File: src/rtl/sram_req_rsp.sv
// Single-port SRAM with a valid/ready request channel, byte strobes and a registered, stallable read response.
// Define SRAM_REQ_RSP_CLEAR_EN to zero the whole array after every reset before requests are accepted.
module sram_req_rsp #(
  parameter int WIDTH      = 32,
  parameter int DEPTH      = 16,
  parameter int ADDR_WIDTH = $clog2(DEPTH),
  parameter int BYTE_WIDTH = 8,
  parameter int STRB_WIDTH = WIDTH / BYTE_WIDTH
) (
  input  logic                  clk,
  input  logic                  rst_n,
  input  logic                  req_valid,
  output logic                  req_ready,
  input  logic                  req_write,
  input  logic [ADDR_WIDTH-1:0] req_addr,
  input  logic [WIDTH-1:0]      req_wdata,
  input  logic [STRB_WIDTH-1:0] req_wstrb,
  output logic                  rsp_valid,
  input  logic                  rsp_ready,
  output logic [WIDTH-1:0]      rsp_rdata,
  output logic                  rsp_error
);

  localparam logic [ADDR_WIDTH:0] DEPTH_C = (ADDR_WIDTH + 1)'(DEPTH);

`ifdef SRAM_REQ_RSP_CLEAR_EN
  typedef enum logic {CLEAR, READY} state_t;
  localparam logic [ADDR_WIDTH-1:0] LAST_C = ADDR_WIDTH'(DEPTH - 1);
  logic [ADDR_WIDTH-1:0] cnt_q;
`else
  typedef enum logic {READY} state_t;
`endif

  state_t state_q, state_d;

  logic [WIDTH-1:0] mem [DEPTH];

  logic             in_range;
  logic             hs;
  logic             wr_en;
  logic             rd_en;
  logic             rsp_free;
  logic [WIDTH-1:0] rd_word;

  logic             vld_p1;
  logic [WIDTH-1:0] rdata_p1;
  logic             err_p1;

  assign in_range  = {1'b0, req_addr} < DEPTH_C;
  assign rsp_free  = !vld_p1 || rsp_ready;
  assign req_ready = rst_n && (state_q == READY) && rsp_free;
  assign hs        = req_valid && req_ready;
  assign wr_en     = hs && req_write && in_range;
  assign rd_en     = hs && !req_write;

  always_comb begin
    state_d = state_q;
`ifdef SRAM_REQ_RSP_CLEAR_EN
    if (state_q == CLEAR && cnt_q == LAST_C) state_d = READY;
`endif
  end

  always_ff @(posedge clk) begin
    if (!rst_n) begin
`ifdef SRAM_REQ_RSP_CLEAR_EN
      state_q <= CLEAR;
`else
      state_q <= READY;
`endif
    end else begin
      state_q <= state_d;
    end
  end

`ifdef SRAM_REQ_RSP_CLEAR_EN
  always_ff @(posedge clk) begin
    if (!rst_n)                cnt_q <= '0;
    else if (state_q == CLEAR) cnt_q <= cnt_q + 1'b1;
  end

  // Array write port: the clear sweep owns it until READY, since req_ready is low during CLEAR.
  always_ff @(posedge clk) begin
    if (rst_n && state_q == CLEAR) begin
      mem[cnt_q] <= '0;
    end else if (wr_en) begin
      for (int i = 0; i < STRB_WIDTH; i++)
        if (req_wstrb[i]) mem[req_addr][i*BYTE_WIDTH +: BYTE_WIDTH] <= req_wdata[i*BYTE_WIDTH +: BYTE_WIDTH];
    end
  end
`else
  // Array write port; out-of-range writes are silently dropped.
  always_ff @(posedge clk) begin
    if (wr_en) begin
      for (int i = 0; i < STRB_WIDTH; i++)
        if (req_wstrb[i]) mem[req_addr][i*BYTE_WIDTH +: BYTE_WIDTH] <= req_wdata[i*BYTE_WIDTH +: BYTE_WIDTH];
    end
  end
`endif

  always_comb begin
    rd_word = '0;
    if (in_range) rd_word = mem[req_addr];
  end

  // Stage p1: response register, held while the consumer stalls.
  always_ff @(posedge clk) begin
    if (!rst_n) begin
      vld_p1   <= 1'b0;
      rdata_p1 <= '0;
      err_p1   <= 1'b0;
    end else if (rsp_free) begin
      if (rd_en) begin
        vld_p1   <= 1'b1;
        rdata_p1 <= rd_word;
        err_p1   <= !in_range;
      end else begin
        vld_p1   <= 1'b0;
      end
    end
  end

  assign rsp_valid = vld_p1;
  assign rsp_rdata = rdata_p1;
  assign rsp_error = err_p1;

endmodule

File: config.mk
export PLATFORM = sky130hd
export DESIGN_NAME = sram_req_rsp
export DESIGN_NICKNAME = d
export VERILOG_FILES = /design/src/rtl/sram_req_rsp.sv
export SDC_FILE = /design/constraint.sdc
export NUM_CORES = 1
export LEC_CHECK = 0
export BUFFER_PORTS_ARGS = -buffer_cell sky130_fd_sc_hd__buf_4
export CORE_MARGIN = 2
export CORE_UTILIZATION = 50
export DETAILED_ROUTE_END_ITERATION = 10
export PLACE_DENSITY = 0.69
export SYNTH_ARGS = -nofsm -noshare
export SYNTH_HDL_FRONTEND = slang
export SYNTH_SLANG_ARGS = --single-unit
File: constraint.sdc
create_clock -name clk -period 1.9 [get_ports clk]
set_input_delay 0 -clock clk [delete_from_list [all_inputs] [get_ports clk]]
set_output_delay 0 -clock clk [all_outputs]
set_load 0.01 [all_outputs]
After elaboration in Yosys (flattened, before gate mapping):

Memories as Yosys holds them, arrays and structs flattened. A register that Yosys moved wholly into a read port is not among the register bits.
Cells that the tools add are included.

* register bits after elaboration: 1
* RAM bits: 512
* input port bits: 45
* output and inout bits: 35
* word-level logic and storage cells: 24
* memories kept: 1

Memories
* mem: words 16, width 32, read ports 1, clocked after memory_dff 1, wr ports 1, RTL line 36 `logic [WIDTH-1:0] mem [DEPTH];`

* mux-type cells: 13
* reduce and logical (&&, ||, !) cells: 9

Operators with widths (count)
* 1-bit 2-to-1 mux: 13
* 1-bit logical AND: 4
* 1-bit logical NOT: 3
* 2-bit AND reduction: 1
* 1-bit logical OR: 1

Depth between registers and ports, before layout:

Gate-level depths: netlist of the first run.

* depth in word-level cells: 7
* gate-level depth with buffers: 7
* depth with buffers taken out: 4

Worst setup path before layout of the first run:

OpenSTA, ideal clock, no wires.

* path type: input to register
* start point: input req_addr[0]
* end point: memory mem[13][0] (enable)
* setup time: 0.370 ns
* arrival time: 1.592 ns
* required time: 1.530 ns
* setup slack: -0.062 ns
* stages: 6
* path buffers: 3
* cells stage by stage: buf_2 > buf_2 > buf_1 > nor2b_1 > nand3_1 > nor2_1

RTL lines
* start: declaration: RTL line 15 `input logic [ADDR_WIDTH-1:0] req_addr,`
* end: declaration: RTL line 36

No word-level cell before the write port.

Worst setup path in the final report of the first run:

* start point: register vld_p1, in the netlist rsp_valid
* end point: memory mem[9][4] (enable)

* cells in the longest elaborated chain, start to end: 7

Ends and longest elaborated chain
* start: declaration: RTL line 45 `logic vld_p1;`
* start signal: assignment: RTL line 108 `vld_p1 <= 1'b0;`
* start signal: assignment: RTL line 113 `vld_p1 <= 1'b1;`
* start signal: assignment: RTL line 117 `vld_p1 <= 1'b0;`
* 1-bit logical NOT: RTL line 50 `assign rsp_free = !vld_p1 || rsp_ready;`
* 1-bit logical OR: RTL line 50
* 1-bit logical AND: RTL line 51 `assign req_ready = rst_n && (state_q == READY) && rsp_free;`
* 1-bit logical AND: RTL line 52 `assign hs = req_valid && req_ready;`
* 1-bit logical AND: RTL line 53 `assign wr_en = hs && req_write && in_range;`
* 1-bit 2-to-1 mux: RTL line 93 `if (wr_en) begin`
* 1-bit 2-to-1 mux (implied by the code): RTL line 95 `if (req_wstrb[i]) mem[req_addr][i*BYTE_WIDTH +: BYTE_WIDTH] <= req_wdata[i*BYTE_WIDTH +: BYTE_WIDTH];`

Every way passes these cells.

==> reports/qor.csv, run 1 <==
metric,value,unit
grt_first_pass_wirelength,65700,um
max_stage_delay,0.41,ns
drv_slew,0,
area_growth,19.35,%
routedWlPerCell,23.98,um
cts_max_level,2,
tritoncts,yes,
yosysMostFrequentCell,edfxtp_1,
dieArea,43280,um^2
drt_drc_violations_left,0,
cts.path.max_buffers,3,
hold_path_class,in2reg,
hold_start,req_addr[2],
syn_inst,1029,
fin_skew,0.01113,ns
syn_nets,1074,
r2r_start,rsp_valid,
die_x,208.0,um
synth_area,20820,um^2
postCtsSetupBuffers,0,
drtIter0Drc,944,
hpwl,26780,um
worstMarginPinSlew,0.9251,ns
whs_endpoint,rsp_rdata[21],
setup_tns,0,ns
path_clk_slew,0.06,ns
critPathBufInv,2,
grt_overflow,0,
first_pass_iters,5,
synth-seq-area-share,77.03,%
synth_ff_type,edfxtp_1,
wl,43220,um
start_kind,register,
worstPathRequired,2.16,ns
drive_gt1_share,35.20,%
synthArstFlopShare,0,%
maxCapViolations,0,
fmax,561.0,MHz
status,"finished, final reports clean",
setup_ws,0.1176,ns
cp_common_cell,buf_4,
via_count,10420,
cts_sinks,545,
crit_type,reg2reg,
antenna_found_initial,0,
cts_root_buf,clkbuf_16,
grtUsageTotal,20.11,%
fin_crit_sh,93.81,%
via_per_inst,5.782,
gp_congestion,0.7710,
hold_violations,0,
portBuffers,78,
startpoint,rsp_valid,
total_leakage_power,8.173,nW
end_kind,register,
diodes,0,
rsz0062_at_grt,false,
synth_top_area_share,73.86,%
dpl_worst_slack,0.08274,ns
path_cells,nand2b_1 -> and4_1 -> nand2_1 -> buf_4 -> nor2_1 -> buf_4,
grt_max_degree,38,
synth_seq_cells,545,
rows,74,
ys_warn_count,0,
worstReg2RegEnd,mem[9][4],
powerDensity,1007,nW/um^2
start_util,50.87,%
synth_top_area_cell,edfxtp_1,
die_y,208.0,um
setup_viol,0,
clk-insertion-delay-late,0.57,ns
min_path_cells,4,
peakVddDrop,746.5,uV
synth_common_cells,"edfxtp_1, nor2_1, mux2_2, mux4_2, dfxtp_1",
yosys-top-cells-area,"edfxtp_1, mux4_2, mux2_2",
r2r_slack,0.12,ns
cts_buffers,51,
fin_nets,1273,
io-pin-count,80,
period_needed,1.782,ns
grt_pass1_vias,10910,
synth_edf_count,512,
cp_slowest_cell,and4_1,
cp_top_family,simple AND/OR/NAND/NOR gates,
cp.arrival,2.04,ns
avgSynthCellArea,20.23,um^2
core_area,40920,um^2
crit_fanout,16,
postRouteAntennaNets,0,
rr_worst_depth,6,
ys_types,23,
slew_headroom,38.18,%
-- placed cells by master (no fill, tap or decap), types with 2 or more instances in the layout --
| cell | instances |
|---|---|
| nor2_1 | 92 |
| clkbuf_16 | 53 |
| buf_6 | 3 |
| nand3_1 | 7 |
| nand2b_1 | 3 |
| clkinvlp_4 | 2 |
| nor2b_1 | 5 |
| dlygate4sd3_1 | 35 |
| nor2_2 | 6 |
| mux4_2 | 96 |
| o22ai_1 | 32 |
| nor3_1 | 32 |
| clkinv_1 | 9 |
| clkbuf_8 | 4 |
| clkinv_2 | 8 |
| nand2_1 | 14 |
| buf_4 | 150 |
| clkbuf_1 | 11 |
| dfxtp_1 | 33 |
| mux2_2 | 96 |
| nand4_1 | 2 |
| bufinv_16 | 8 |
| buf_12 | 19 |
| a221o_1 | 32 |
| edfxtp_1 | 512 |
-- cell families (layout without fill, tap and decap cells) --
kind of cell / count (synthesis) / in the layout / share of synthesized area (%)
flops: 545 / 545 / 77.03
mux: 192 / 192 / 15.58
simple gates: 165 / 165 / 3.378
compound gates: 65 / 65 / 2.537
buf+inv: 61 / 302 / 1.455
other cells: 1 / 1 / 0.01801
-- worst min-delay path, delay by kind of cell --
family / cells / cell delay (ns)
buffers and inverters: 1 / 0.28
and+or+nand+nor: 2 / 0.25
AOI/OAI and AO/OA: 1 / 0.14
-- layout make-up --
type	instances	area (um^2)
fill	2914	16080
sequential	545	16040
multi-input combinational	423	4502
timing repair buffer	207	1891
clock buffer	68	1423
tap	532	665.6
clock inverter	27	329.1
-- sequential cells by signal, summed over array words and instances (netlist names) --
| register | cells |
|---|---|
| rsp_valid | 1 |
| rsp_rdata | 32 |
| mem | 512 |
-- per-stage QoR --
| step | hold WS, ns | utilization (%) | instance area [um^2] | total power, mW | std cells |
|---|---|---|---|---|---|
| global placement | 0.2971 | 55.56 | 22740 | 14.69 | 1672 |
| detailed placement | 0.3036 | 55.56 | 22740 | 14.73 | 1672 |
| finish | 0.1474 | 60.71 | 24850 | 25.01 | 1802 |
| floorplan | 0.09887 | - | 20830 | 14.17 | 1029 |
| CTS | 0.1065 | 60.70 | 24840 | 25.23 | 1802 |
| global route | 0.1502 | 60.71 | 24850 | 25.75 | 1802 |
-- report_power, final --
| group | total, mW | leakage (nW) | internal (mW) | switching (mW) |
|---|---|---|---|---|
| Clock | 10.5 | 0.854 | 6.33 | 4.16 |
| Combinational | 1.26 | 2.45 | 0.605 | 0.657 |
| Sequential | 13.3 | 4.87 | 13.2 | 0.0503 |
-- metal layers --
metal  up-vias  part of all wire [%]  GRT usage, %  wire (um)
met1      5413                    44         28.65      18890
li1       4619                     -             -          -
met2       320                    49         32.26      20990
met5         -                     0             0          0
met4         0                   2.1         5.772        914
met3        67                   5.6         3.623       2420
-- how the worst max path moves through the flow --
stage,endpoint,slack (ns),cells after the start
floorplan,mem[13][0],-0.06,6
global placement,rsp_rdata[6],0.11,5
detailed placement,rsp_rdata[13],0.08,5
CTS,rsp_rdata[21],0.11,5
global route,mem[0][28],0.04,6
finish,mem[9][4],0.12,6
-- timing repair --
action,CTS,global route
hold buffers,35,0
resized for setup,0,1
setup endpoints to repair,0,5
hold endpoints to repair,513,0
(Power assumes the default switching activity.)
==> run 2, diff against run 1 <==
PLACE_DENSITY = default   (was 0.69)
PLACE_DENSITY_LB_ADDON = 0.08   (was default)
==> run 2 against run 1 <==
Combinational power barely moved. Core utilization is 0.40 points higher. Critical path depth did not move. Critical path type unchanged. Largest power group unchanged. Highest routed layer unchanged.
==> reports/qor.csv, run 2 (same netlist as run 1, synthesis figures left out) <==
metric,value,unit
portBuffers,78,
wl,45780,um
path_clk_slew,0.06,ns
start_kind,register,
fin_crit_sh,96.53,%
hpwl,28280,um
fmax,545.3,MHz
die_x,208.0,um
r2r_start,rsp_valid,
via_per_inst,5.733,
core_area,40920,um^2
largest-register,mem,
die_y,208.0,um
cp.arrival,2.12,ns
io-pin-count,80,
crit_fanout,16,
regArea,16040,um^2
fin_nets,1293,
powerDensity,995.7,nW/um^2
fillers,2990,
area_growth,20.15,%
crit_type,reg2reg,
peakVddDrop,796.4,uV
grt_overflow,0,
setup_tns,0,ns
worstMarginPinSlew,0.8953,ns
final_cell_mix,"edfxtp_1, buf_4, mux4_2, mux2_2, nor2_1",
power,24.90,mW
cts_max_level,2,
slew_headroom,40.25,%
dieArea,43280,um^2
drtIter0Drc,797,
layout_commonest_cell,edfxtp_1,
cts_resized,0,
routedWlPerCell,25.09,um
rows,74,
setup_viol,0,
drive_gt1_share,36.04,%
drv_slew,0,
largest_register_ffs,512,
hold_start,req_addr[0],
grt_pass1_vias,10990,
hold_violations,0,
startpoint,rsp_valid,
fin_skew,0.01901,ns
rsz0062_at_grt,false,
end_kind,register,
diodes,0,
status,"finished, final reports clean",
start_util,50.87,%
grtUsageTotal,21.61,%
clk-insertion-delay-late,0.59,ns
drt_drc_violations_left,0,
cts_sinks,545,
tritoncts,yes,
cts_root_buf,clkbuf_16,
cts_buffers,54,
antenna_found_initial,0,
grt_max_degree,36,
worstPathRequired,2.19,ns
multi_input_area,4508,um^2
maxCapViolations,0,
period_needed,1.834,ns
grt_first_pass_wirelength,69010,um
cts.path.max_buffers,3,
gp_congestion,0.7588,
via_count,10460,
postRouteAntennaNets,0,
total_leakage_power,8.258,nW
first_pass_iters,5,
hold_path_class,in2reg,
whs,0.04402,ns
postCtsSetupBuffers,0,
-- run 2: what timing repair did --
action / CTS / global route
endpoints found under the hold margin: 513 / 0
hold buffers: 34 / 0
endpoints found under the setup margin: 2 / 1
gates cloned: 1 / 0
pin swaps: 1 / 1
-- run 2: worst paths after layout --
path,slack (ns),cells past startpoint,endpoint
max,0.07,6,mem[4][9]
min,0.04,3,rsp_rdata[26]
max reg2reg,0.07,6,mem[4][9]
min reg2reg,0.48,1,rsp_rdata[19]
-- run 2: layout make-up --
cell class | count | area share (%)
flip-flops and latches | 545 | 64.12
well taps | 532 | 2.661
clock inverters | 29 | 0.9655
clock buffers | 72 | 5.968
multi-input cells | 424 | 18.02
repair buffers | 223 | 8.265
-- run 2: worst max-delay path: stages (launching register included) --
cell and delay (ns):
dfxtp_1 0.32, nand2b_1 0.14, and4_1 0.38, nand2_1 0.09
buf_4 0.19, nor2_1 0.22, buf_12 0.19
-- run 2: metal layers --
layer | wire length [um] | GRT usage, % | up-vias
li1 | - | - | 4654
met1 | 19870 | 30.09 | 5468
met2 | 22290 | 34.94 | 278
met3 | 2608 | 4.423 | 63
met4 | 1014 | 6.212 | 0
met5 | 0 | 0 | -
-- run 2: stage by stage --
step / std cells / setup WS, ns / cell area (um^2) / utilization (%)
finish: 1825 / 0.06601 / 25010 / 61.11
detailed placement: 1689 / 0.02288 / 22930 / 56.03
CTS: 1825 / 0.05778 / 25010 / 61.11
global placement: 1689 / 0.05662 / 22930 / 56.03
global route: 1825 / 0.01620 / 25010 / 61.11
floorplan: 1029 / -0.06215 / 20830 / -
-- run 2: power breakdown --
part / switching (mW) / internal, mW / leakage, nW
Combinational: 0.666 / 0.618 / 2.54
Sequential: 0.0488 / 13.2 / 4.87
Clock: 4.32 / 6.05 / 0.840
Total: 5.03 / 19.9 / 8.26
==> run 3, diff against run 2 <==
CORE_MARGIN = default   (was 2)
==> run 3 against run 2 <==
Fmax is 0.53% higher. Wire length is 1.3% higher. First-iteration DRC count increased by 11%. Largest cell class unchanged.
==> reports/qor.csv, run 3 (same netlist as run 1, synthesis figures left out) <==
metric,value,unit
fin_cells,1818,
place_area,22840,um^2
post-route-util,61.21,%
fin_nets,1285,
rows,74,
grt_overflow,0,
peakVddDrop,621.4,uV
fillers,2953,
cp_top_family,simple AND/OR/NAND/NOR gates,
first_pass_iters,6,
cp_slowest_cell,and4_2,
die_y,206.0,um
grt_max_degree,37,
cp.arrival,2.12,ns
die_x,206.0,um
post-route-cell-area,25050,um^2
layout_commonest_cell,edfxtp_1,
fin_crit_sh,96.01,%
area_growth,20.35,%
slew_headroom,59.97,%
maxCapViolations,0,
gp_congestion,0.7677,
worstPathRequired,2.20,ns
largest_register_ffs,512,
routedWlPerCell,25.51,um
rr_worst_depth,5,
drtIter0Drc,886,
final_cell_mix,"edfxtp_1, buf_4, mux4_2, mux2_2, nor2_1",
worstMarginPinSlew,0.5990,ns
critPathBufInv,1,
hpwl,28420,um
dieArea,42450,um^2
dpl_worst_slack,-0.07619,ns
end_kind,register,
drt_drc_violations_left,0,
setup_viol,0,
powerDensity,1014,nW/um^2
start_util,50.87,%
grt_first_pass_wirelength,69190,um
tritoncts,yes,
path_cells,nand2b_1 -> and4_2 -> nand2_2 -> nor2_1 -> buf_12,
cts_buffers,54,
io-pin-count,80,
postRouteAntennaNets,0,
r2r_slack,0.08,ns
multi_input_area,4521,um^2
setup_ws,0.07576,ns
rsz0062_at_grt,false,
max_stage_delay,0.38,ns
clk-insertion-delay-late,0.60,ns
start_kind,register,
status,"finished, final reports clean",
cts.path.max_buffers,3,
setup_tns,0,ns
whs_endpoint,rsp_rdata[11],
antenna_found_initial,0,
min_path_cells,3,
hold_path_class,in2reg,
cts_max_level,2,
fmax,548.2,MHz
largest-register,mem,
dp_cells,1679,
grt_pass1_vias,10870,
diodes,0,
crit_type,reg2reg,
crit_fanout,16,
cts_sinks,545,
whs,0.1081,ns
via_per_inst,5.779,
worstReg2RegEnd,mem[4][18],
hold_violations,0,
drv_slew,0,
drive_gt1_share,36.08,%
fin_skew,0.02130,ns
total_leakage_power,8.268,nW
power,25.39,mW
period_needed,1.824,ns
via_count,10510,
hold_start,req_addr[1],
wl,46380,um
path_clk_slew,0.06,ns
cts_root_buf,clkbuf_16,
regArea,16040,um^2
core_area,40920,um^2
portBuffers,78,
r2r_start,rsp_valid,
grtUsageTotal,22.79,%
## run 3: power by group
part	total, mW	internal [mW]	switching (mW)
clock	10.8	6.44	4.38
combinational	1.32	0.621	0.694
sequential	13.3	13.2	0.0464
## run 3: area by class of cell
cell class,instances,share of cell area (%)
Clock inverter,20,1.089
Multi-Input combinational cell,424,18.05
Tap cell,532,2.657
Timing Repair Buffer,215,8.021
Sequential cell,545,64.01
Clock buffer,82,6.178
## run 3: layer usage
layer	vias up	wire, um	track usage, %
li1	4630	-	-
met2	335	22590	36.29
met3	64	2724	4.037
met5	-	0	0
met4	0	830	5.200
met1	5478	20240	33.05
## run 3: how the worst max path moves through the flow
stage,start,to,slack [ns],depth (start not counted)
2_1_floorplan,req_addr[0],mem[13][0],-0.06,6
3_3_place_gp,rsp_valid,mem[4][20],-0.01,5
3_5_place_dp,rsp_valid,mem[13][23],-0.08,5
4_1_cts,rsp_valid,rsp_rdata[8],-0.005,5
5_1_grt,rsp_valid,mem[4][20],0.02,5
6_report,rsp_valid,mem[4][18],0.08,5
## run 3: repair_timing
item,CTS,global route
gates resized for setup,3,2
endpoints found under the hold margin,515,0
setup buffers,0,1
pin swaps,1,1
hold buffers,35,0
setup endpoints to repair,257,202
gates cloned,1,0
## run 3: worst register-to-register path: stages, from the launching register on
cell	delay, ns
dfxtp_1	0.31
nand2b_1	0.14
and4_2	0.38
nand2_2	0.25
nor2_1	0.28
buf_12	0.17
